===== config.mk =====
export PLATFORM = sky130hd
export DESIGN_NAME = toy_ldu_pipe
export DESIGN_NICKNAME = d
export VERILOG_FILES = /design/src/rtl/toy_ldu_pipe.sv
export SDC_FILE = /design/constraint.sdc
export NUM_CORES = 1
export LEC_CHECK = 0
export ABC_AREA = 0
export ABC_CLOCK_PERIOD_IN_PS = 5500
export CORE_MARGIN = 4
export CORE_UTILIZATION = 40
export DETAILED_ROUTE_END_ITERATION = 10
export GPL_ROUTABILITY_DRIVEN = 0
export GPL_TIMING_DRIVEN = 0
export HOLD_SLACK_MARGIN = 0.06
export PLACE_DENSITY = 0.76
export SETUP_SLACK_MARGIN = 0.3
export SLEW_MARGIN = 20
export SYNTH_ARGS = -nofsm -noshare
export SYNTH_HDL_FRONTEND = slang
export SYNTH_SLANG_ARGS = --single-unit

===== constraint.sdc =====
create_clock -name clk -period 5.5 [get_ports clk]
set_clock_uncertainty 0.05 [all_clocks]
set_input_delay 1.65 -clock clk [delete_from_list [all_inputs] [get_ports clk]]
set_output_delay 1.65 -clock clk [all_outputs]
set_load 0.05 [all_outputs]

===== src/rtl/toy_ldu_pipe.sv =====
// toy_ldu_pipe: registered load address-generation and request unit.
// Computes the effective address, the byte strobe positioned by the offset
// within the bus word, and splits bus-word-crossing loads into two beats
// presented on a valid/ready request port with full backpressure.
// Optional build macro: TOY_LDU_MISALIGN_TRAP_EN -- misaligned halfword/word
// loads issue a single error beat with an empty strobe instead of splitting.
module toy_ldu_pipe #(
   parameter int REG_WIDTH  = 32,
   parameter int ADDR_WIDTH = 32,
   parameter int BUS_BYTES  = 4,
   parameter int LSID_WIDTH = 6,
   parameter int OFF_W      = $clog2(BUS_BYTES)
) (
   input  logic                  clk,
   input  logic                  rst_n,
   input  logic                  s_load_vld,
   output logic                  s_load_rdy,
   input  logic [REG_WIDTH-1:0]  s_rs1_val,
   input  logic [REG_WIDTH-1:0]  s_imm,
   input  logic [2:0]            s_funct3,
   input  logic [LSID_WIDTH-1:0] s_lsid,
   output logic                  m_req_vld,
   input  logic                  m_req_rdy,
   output logic [ADDR_WIDTH-1:0] m_req_addr,
   output logic [BUS_BYTES-1:0]  m_req_strb,
   output logic [OFF_W-1:0]      m_req_off,
   output logic [2:0]            m_req_funct3,
   output logic [LSID_WIDTH-1:0] m_req_lsid,
   output logic                  m_req_beat,
   output logic                  m_req_last,
   output logic                  m_req_err
);

   // Strobe window spans two bus words so a crossing load lands in the upper half.
   localparam int WS = 2 * BUS_BYTES;

   localparam logic [2:0] F3_LB  = 3'b000;
   localparam logic [2:0] F3_LH  = 3'b001;
   localparam logic [2:0] F3_LW  = 3'b010;
   localparam logic [2:0] F3_LBU = 3'b100;
   localparam logic [2:0] F3_LHU = 3'b101;

   typedef enum logic [0:0] {
      IDLE  = 1'b0,
      SPLIT = 1'b1
   } state_t;

   // Unshifted byte mask for the access size; zero marks an illegal funct3.
   function automatic logic [WS-1:0] size_mask(input logic [2:0] f3);
      case (f3)
         F3_LB, F3_LBU: size_mask = WS'(4'b0001);
         F3_LH, F3_LHU: size_mask = WS'(4'b0011);
         F3_LW:         size_mask = WS'(4'b1111);
         default:       size_mask = WS'(4'b0000);
      endcase
   endfunction

`ifdef TOY_LDU_MISALIGN_TRAP_EN
   // True when a halfword or word access is not naturally aligned.
   function automatic logic misaligned(input logic [2:0] f3, input logic [1:0] lo);
      case (f3)
         F3_LH, F3_LHU: misaligned = lo[0];
         F3_LW:         misaligned = |lo;
         default:       misaligned = 1'b0;
      endcase
   endfunction
`endif

   state_t                  state_r;
   logic [REG_WIDTH-1:0]    sum_s;
   logic [ADDR_WIDTH-1:0]   ea_s;
   logic [ADDR_WIDTH-1:0]   base_s;
   logic [OFF_W-1:0]        off_s;
   logic [WS-1:0]           wide_strb_s;
   logic                    illegal_s;
   logic                    trap_s;
   logic                    err_s;
   logic                    cross_s;
   logic                    accept_s;
   logic                    transfer_s;
`ifndef TOY_LDU_MISALIGN_TRAP_EN
   logic [ADDR_WIDTH-1:0]   save_addr_r;
   logic [BUS_BYTES-1:0]    save_strb_r;
`endif

   // Address generation, strobe placement and crossing detection for the issuing load.
   always_comb begin
      sum_s     = s_rs1_val + s_imm;
      ea_s      = sum_s[ADDR_WIDTH-1:0];
      off_s     = ea_s[OFF_W-1:0];
      base_s    = {ea_s[ADDR_WIDTH-1:OFF_W], {OFF_W{1'b0}}};
      illegal_s = (size_mask(s_funct3) == {WS{1'b0}});
`ifdef TOY_LDU_MISALIGN_TRAP_EN
      trap_s    = misaligned(s_funct3, ea_s[1:0]);
`else
      trap_s    = 1'b0;
`endif
      if (trap_s) begin
         wide_strb_s = {WS{1'b0}};
      end else begin
         wide_strb_s = size_mask(s_funct3) << off_s;
      end
      err_s   = illegal_s | trap_s;
      cross_s = |wide_strb_s[WS-1:BUS_BYTES];
   end

   assign accept_s   = s_load_vld & s_load_rdy;
   assign transfer_s = m_req_vld & m_req_rdy;
   // Reset gating keeps the issue side closed while rst_n is low.
   assign s_load_rdy = rst_n & (state_r == IDLE) & (~m_req_vld | m_req_rdy);

   // Request output register and split sequencing.
   always_ff @(posedge clk) begin
      if (!rst_n) begin
         state_r      <= IDLE;
         m_req_vld    <= 1'b0;
         m_req_addr   <= {ADDR_WIDTH{1'b0}};
         m_req_strb   <= {BUS_BYTES{1'b0}};
         m_req_off    <= {OFF_W{1'b0}};
         m_req_funct3 <= 3'b000;
         m_req_lsid   <= {LSID_WIDTH{1'b0}};
         m_req_beat   <= 1'b0;
         m_req_last   <= 1'b0;
         m_req_err    <= 1'b0;
`ifndef TOY_LDU_MISALIGN_TRAP_EN
         save_addr_r  <= {ADDR_WIDTH{1'b0}};
         save_strb_r  <= {BUS_BYTES{1'b0}};
`endif
      end else begin
         case (state_r)
            IDLE: begin
               if (accept_s) begin
                  m_req_vld    <= 1'b1;
                  m_req_addr   <= base_s;
                  m_req_strb   <= wide_strb_s[BUS_BYTES-1:0];
                  m_req_off    <= off_s;
                  m_req_funct3 <= s_funct3;
                  m_req_lsid   <= s_lsid;
                  m_req_beat   <= 1'b0;
                  m_req_err    <= err_s;
`ifdef TOY_LDU_MISALIGN_TRAP_EN
                  m_req_last   <= 1'b1;
`else
                  m_req_last   <= ~cross_s;
                  if (cross_s) begin
                     save_addr_r <= base_s + ADDR_WIDTH'(BUS_BYTES);
                     save_strb_r <= wide_strb_s[WS-1:BUS_BYTES];
                     state_r     <= SPLIT;
                  end
`endif
               end else if (transfer_s) begin
                  m_req_vld <= 1'b0;
               end
            end
            SPLIT: begin
`ifdef TOY_LDU_MISALIGN_TRAP_EN
               state_r <= IDLE;
`else
               // Second beat replaces the first once it has been taken.
               if (transfer_s) begin
                  m_req_addr <= save_addr_r;
                  m_req_strb <= save_strb_r;
                  m_req_beat <= 1'b1;
                  m_req_last <= 1'b1;
                  state_r    <= IDLE;
               end
`endif
            end
            default: state_r <= IDLE;
         endcase
      end
   end

endmodule


==> results of run 1 <==
path summary, 6_finish.rpt:
kind	end	slack, ns	cells past startpoint
max reg2reg	save_addr_r[4]$_SDFFE_PN0P_	2.92	7
max	s_load_rdy	0.45	4
min reg2reg	m_req_lsid[2]$_SDFFE_PN0P_	0.40	2
min	m_req_lsid[2]$_SDFFE_PN0P_	0.40	2
routing by layer:
| layer | GRT usage (%) | part of all wire [%] | wire length [um] | vias up |
|---|---|---|---|---|
| li1 | - | - | - | 3044 |
| met1 | 27.8 | 45 | 7710 | 2790 |
| met2 | 33.7 | 46 | 7780 | 221 |
| met3 | 2.12 | 7.3 | 1240 | 16 |
| met4 | 6.43 | 1.6 | 275 | 0 |
| met5 | 0 | 0 | 0 | - |
layout make-up:
cell class | instances | area share (%)
buffer | 41 | 2.17
sequential | 83 | 21.7
tap | 180 | 2.94
clock buffer | 12 | 3.09
timing repair buffer | 132 | 17.0
multi-input combinational | 623 | 52.0
inverter | 9 | 0.441
clock inverter | 4 | 0.670
cell usage in the layout (no fill, tap or decap), types with 14 or more instances in the layout:
| cell | n |
|---|---|
| xor2_1 | 21 |
| nand2_1 | 105 |
| a211oi_1 | 28 |
| o211ai_1 | 14 |
| clkbuf_1 | 36 |
| nor3_1 | 15 |
| clkdlybuf4s50_1 | 125 |
| mux2i_1 | 15 |
| o21ai_0 | 42 |
| nand3_1 | 22 |
| dfxtp_1 | 83 |
| nor2_1 | 90 |
| nand4_1 | 17 |
| ha_1 | 32 |
| a21oi_1 | 61 |
| xnor2_1 | 15 |
logic make-up after synthesis:
family	share of synthesized area [%]
AOI/OAI and AO/OA	24.4
xor gates and xnor gates	6.07
adders and majority gates	7.25
buffers and inverters	3.43
DFF	28.7
muxes	2.78
other	0.0647
and+or+nand+nor	27.3
state kept, by name, summed over array words and instances, names as in the netlist:
signal and flops:
save_strb_r 3, m_req_strb 4, m_req_lsid 6, m_req_last 1, state_r 1, m_req_vld 1
m_req_beat 1, save_addr_r 30, m_req_addr 30, m_req_funct3 3, m_req_off 2, m_req_err 1
what timing repair did:
action / in CTS / in global routing
buffers inserted: 6 / 1
pin swaps: 3 / 2
resized for setup: 2 / 6
setup endpoints to repair: 14 / 16
metrics by stage:
stage	instances	cell area, um2	setup TNS [ns]	setup slack (ns)	hold slack, ns
floorplan	756	5800	0	0.607	0.381
global placement	1061	7280	-5.28	-0.523	0.388
detailed placement	1061	7280	-5.36	-0.533	0.395
CTS	1083	7630	0	0.374	0.404
global route	1084	7660	0	0.293	0.426
finish	1084	7660	0	0.451	0.402
power by group through the flow:
stage                     clock network [mW]  logic [mW]  registers, mW
after global placement                     0       0.686          0.666
final                                  0.595       0.709          0.654
after detailed placement                   0       0.690          0.667
after floorplan                            0       0.394          0.750
after CTS                              0.595       0.699          0.654
after global routing                   0.621       0.776          0.658
worst max-delay path, delay by kind of cell:
family / cells / cell delay (ns)
simple gates: 2 / 0.31
buf+inv: 2 / 1.38
==> impl_results.md, run 1 <==
- Status: finished clean
- Initial drt markers: 365
- Overall power: 1.96 mW
- Clk slew on worst S/H paths: 0.06 ns
- Share of layout cells above drive strength 1: 5.97%
- Slew HR: 48.9%
- Worst-path maximum fanout: 4
- Filler Cell Count: 1350
- Critical path cell sequence: clkdlybuf4s50_1, nor2b_1, nor3_1, clkdlybuf4s50_1
- Wire per inst: 15.7 um
- Ports: 129
- Routed Antenna Nets: 0
- Critical Path RT: 3.80 ns
- Cell Area, Synth: 0.00580 mm2
- FP Rows: 43
- Die area: 0.0165 mm2
- Clk root buf: clkbuf_16
- Clock power frac: 30.4%
- Crit path from: m_req_rdy
- RSZ-0062 raised after global routing: no
- FFs w/ async S/R, synth: 0%
- Via/cell ratio: 5.60
- Slowest CP cell: clkdlybuf4s50_1
- Cell taking the most area after synthesis: dfxtp_1
- P_sw: 698 uW
- Seq cells post-synth: 83
- Hold crit path type: flop to flop
- Post-synth EDFFs: 0
- Antenna Cells: 0
- H-tree levels: 3
- Sequential element share of the synthesized area: 28.7%
- Antenna violations before repair: 0
- Min-delay src: m_req_lsid[2]$_SDFFE_PN0P_
- Worst EP arrival: 3.35 ns
- Clock insertion delay at the later pin of the skew report: 0.35 ns
- Cts-stage hold buffer count: 0
- Slowest stage delay, CP: 0.85 ns
- P per Cell Area: 256 mW/mm2
- Register area: 0.00166 mm2
- Fmax: 0.198 GHz
- CTS sink count: 83
- Top post-synthesis cells by area: dfxtp_1, ha_1, nand2_1, nor2_1, a21oi_1
- WS Path Type: input port to output port
- CTS tree: yes
- First-pass GRT wire length: 27500 um
- CTS buffer count: 9
- Tot GR Track Use: 20.3%
- Dominant cell by count in the synthesized netlist: nand2_1
- Port Buffers: 125
- Synth Instances: 755
- Drt drc: 0
- Reg-to-Reg Start: state_r$_SDFF_PN0_
- Clock Tree Buf Depth: 2
- Worst-Margin Slew: 0.767 ns
- Final Net Count: 1009
- Critical path capture point type: output port
- Maxcap violations: 0
- WL final: 17000 um
- Core ar.: 0.0140 mm2
- Yosys warns: 0
- Fin. Hold Viols: 0
- Netlist cell types: 76
- Critical Path Most Common Cell: clkdlybuf4s50_1
- Switching Share: 35.6%
- Total leakage power: 2.89 nW
- Die X: 128 um
- DR pass1 iterations: 5
- Main synth FF type: dfxtp_1
- Area growth, synth to finish: 32.2%
- Setup violators final: 0
- Pint: 1.26 mW
- Worst vdd ir: 0.169 mV
- Syn Area/Cell: 7.68 um2
- Slew Viols, Final: 0
- Initial Util: 41.3%
- Die height: 128 um
- Share of total power in sequential cells: 33.4%
- Final core occ: 54.5%
- Logic gate share of total power: 36.2%
- Routed via count: 6071
- Yosys top cell area share: 28.7%
- Most instantiated cells after synthesis: nand2_1, nor2_1, dfxtp_1
- Startpoint type of the worst setup path: input port
- Tcrit/Tclk final: 91.8%
- Vias in the first global route: 5625
- Multi-input logic area: 0.00398 mm2
- GRT Residual Overflow: 0
- Final HPWL DP: 13100 um
- Largest net degree at the start of global routing: 14
- Tmin final: 5.05 ns
Power figures use the tool's default switching activity.
==> run 2, diff against run 1 <==
--- a/config.mk
+++ b/config.mk
@@ -14,8 +14,7 @@
 export GPL_TIMING_DRIVEN = 0
 export HOLD_SLACK_MARGIN = 0.06
 export PLACE_DENSITY = 0.76
-export SETUP_SLACK_MARGIN = 0.3
-export SLEW_MARGIN = 20
+export SETUP_SLACK_MARGIN = 0.05
 export SYNTH_ARGS = -nofsm -noshare
 export SYNTH_HDL_FRONTEND = slang
 export SYNTH_SLANG_ARGS = --single-unit
==> impl_results.md, run 2 (synthesis gave the netlist of run 1 again) <==
- Final HPWL DP: 13100 um
- Overall power: 1.95 mW
- Antenna violations before repair: 0
- Slew HR: 26.7%
- Initial drt markers: 405
- Largest net degree at the start of global routing: 14
- Clock Tree Buf Depth: 2
- Maxcap violations: 0
- Die area: 0.0165 mm2
- CTS buffer count: 9
- Commonest non-fill, non-tap cell in the layout: clkdlybuf4s50_1
- WL final: 16900 um
- Clk root buf: clkbuf_16
- Slew Viols, Final: 0
- First-pass GRT wire length: 27400 um
- Drt drc: 0
- RSZ-0062 raised after global routing: no
- H-tree levels: 3
- Hold Slack: 0.401 ns
- Total leakage power: 2.88 nW
- Ports: 129
- Worst-path maximum fanout: 8
- Worst vdd ir: 0.167 mV
- Wire per inst: 15.6 um
- CTS tree: yes
- Die X: 128 um
- Worst EP arrival: 5.40 ns
- WS Path Type: input port to flop
- Tcrit/Tclk final: 93.9%
- Share of layout cells above drive strength 1: 5.32%
- Clock insertion delay at the later pin of the skew report: 0.34 ns
- Die height: 128 um
- Core ar.: 0.0140 mm2
- Setup violators final: 0
- Clk slew on worst S/H paths: 0.06 ns
- Most frequent cells in the layout: clkdlybuf4s50_1, nand2_1, nor2_1
- Critical Path RT: 5.73 ns
- Biggest regs: m_req_addr (30), save_addr_r (30), m_req_lsid (6)
- Critical path capture point type: flop
- GRT Residual Overflow: 0
- Final Net Count: 1008
- Fmax: 0.194 GHz
- Antenna Cells: 0
- Tmin final: 5.17 ns
- Initial Util: 41.3%
- DR pass1 iterations: 5
- Routed via count: 6070
- Vias in the first global route: 5586
- CTS sink count: 83
- Port Buffers: 125
- FP Rows: 43
- Worst-Margin Slew: 1.09 ns
- Fin. Hold Viols: 0
- P per Cell Area: 256 mW/mm2
- Via/cell ratio: 5.60
- Hold crit path type: flop to flop
- Tot GR Track Use: 20.2%
- Routed Antenna Nets: 0
- Area growth, synth to finish: 31.6%
- Startpoint type of the worst setup path: input port
- Status: finished clean
run 2: metrics by stage:
| step | area (um2) | cells | TNS [ns] | setup slack [ns] | util, % |
|---|---|---|---|---|---|
| after floorplan | 5800 | 756 | 0 | 0.607 | - |
| after global placement | 7280 | 1061 | -5.28 | -0.523 | 51.8 |
| after detailed placement | 7280 | 1061 | -5.36 | -0.533 | 51.8 |
| after CTS | 7580 | 1077 | 0 | 0.0586 | 54.0 |
| after global routing | 7630 | 1083 | 0 | 0.0874 | 54.3 |
| final | 7630 | 1083 | 0 | 0.334 | 54.3 |
run 2: power by group:
group	total, mW	internal [mW]	switching, mW	leakage (nW)
clock	0.593	0.352	0.241	0.137
combinational	0.702	0.270	0.432	2.07
sequential	0.654	0.635	0.0194	0.677
run 2: area by class of cell:
type,count,area [um2]
Sequential cell,83,1660
Clock buffer,12,236
Tap cell,180,225
Clock inverter,4,51.3
Multi-Input combinational cell,623,3960
Timing Repair Buffer,131,1300
Fill cell,1354,6420
Buffer,41,165
Inverter,9,33.8
run 2: routing by layer:
metal | wire [um] | GRT usage, % | vias up | part of all wire (%)
met5 | 0 | 0 | - | 0
met4 | 327 | 6.43 | 0 | 1.9
met3 | 1270 | 2.12 | 25 | 7.5
met2 | 7620 | 33.4 | 228 | 45
met1 | 7650 | 27.7 | 2772 | 45
li1 | - | - | 3045 | -
run 2: critical path, stage by stage:
cell and delay (ns):
clkdlybuf4s50_1 0.40, ha_1 0.23, fa_1 0.47, a211oi_1 0.37, o21ai_2 0.20, a21o_1 0.21, a21oi_1 0.17, xnor2_1 0.30
nand4_1 0.15, buf_4 0.21, nor4_4 0.23, buf_4 0.18, nand2_2 0.09, or4_1 0.42, nand3_1 0.09
run 2: final timing paths:
| check | start | to | slack, ns | cells past startpoint |
|---|---|---|---|---|
| worst max-delay path | s_rs1_val[0] | save_addr_r[30]$_SDFFE_PN0P_ | 0.33 | 15 |
| worst min-delay path | save_strb_r[2]$_SDFFE_PN0P_ | save_strb_r[2]$_SDFFE_PN0P_ | 0.40 | 2 |
| worst max register to register | state_r$_SDFF_PN0_ | save_addr_r[4]$_SDFFE_PN0P_ | 2.62 | 7 |
| worst min register to register | save_strb_r[2]$_SDFFE_PN0P_ | save_strb_r[2]$_SDFFE_PN0P_ | 0.40 | 2 |
run 2: repair_timing:
| item | 4_1_cts | 5_1_grt |
|---|---|---|
| resized for setup | 2 | 0 |
| setup buffers | 0 | 6 |
| setup endpoints to repair | 12 | 15 |
| pin swaps | 3 | 3 |
| hold buffers | 0 | 0 |
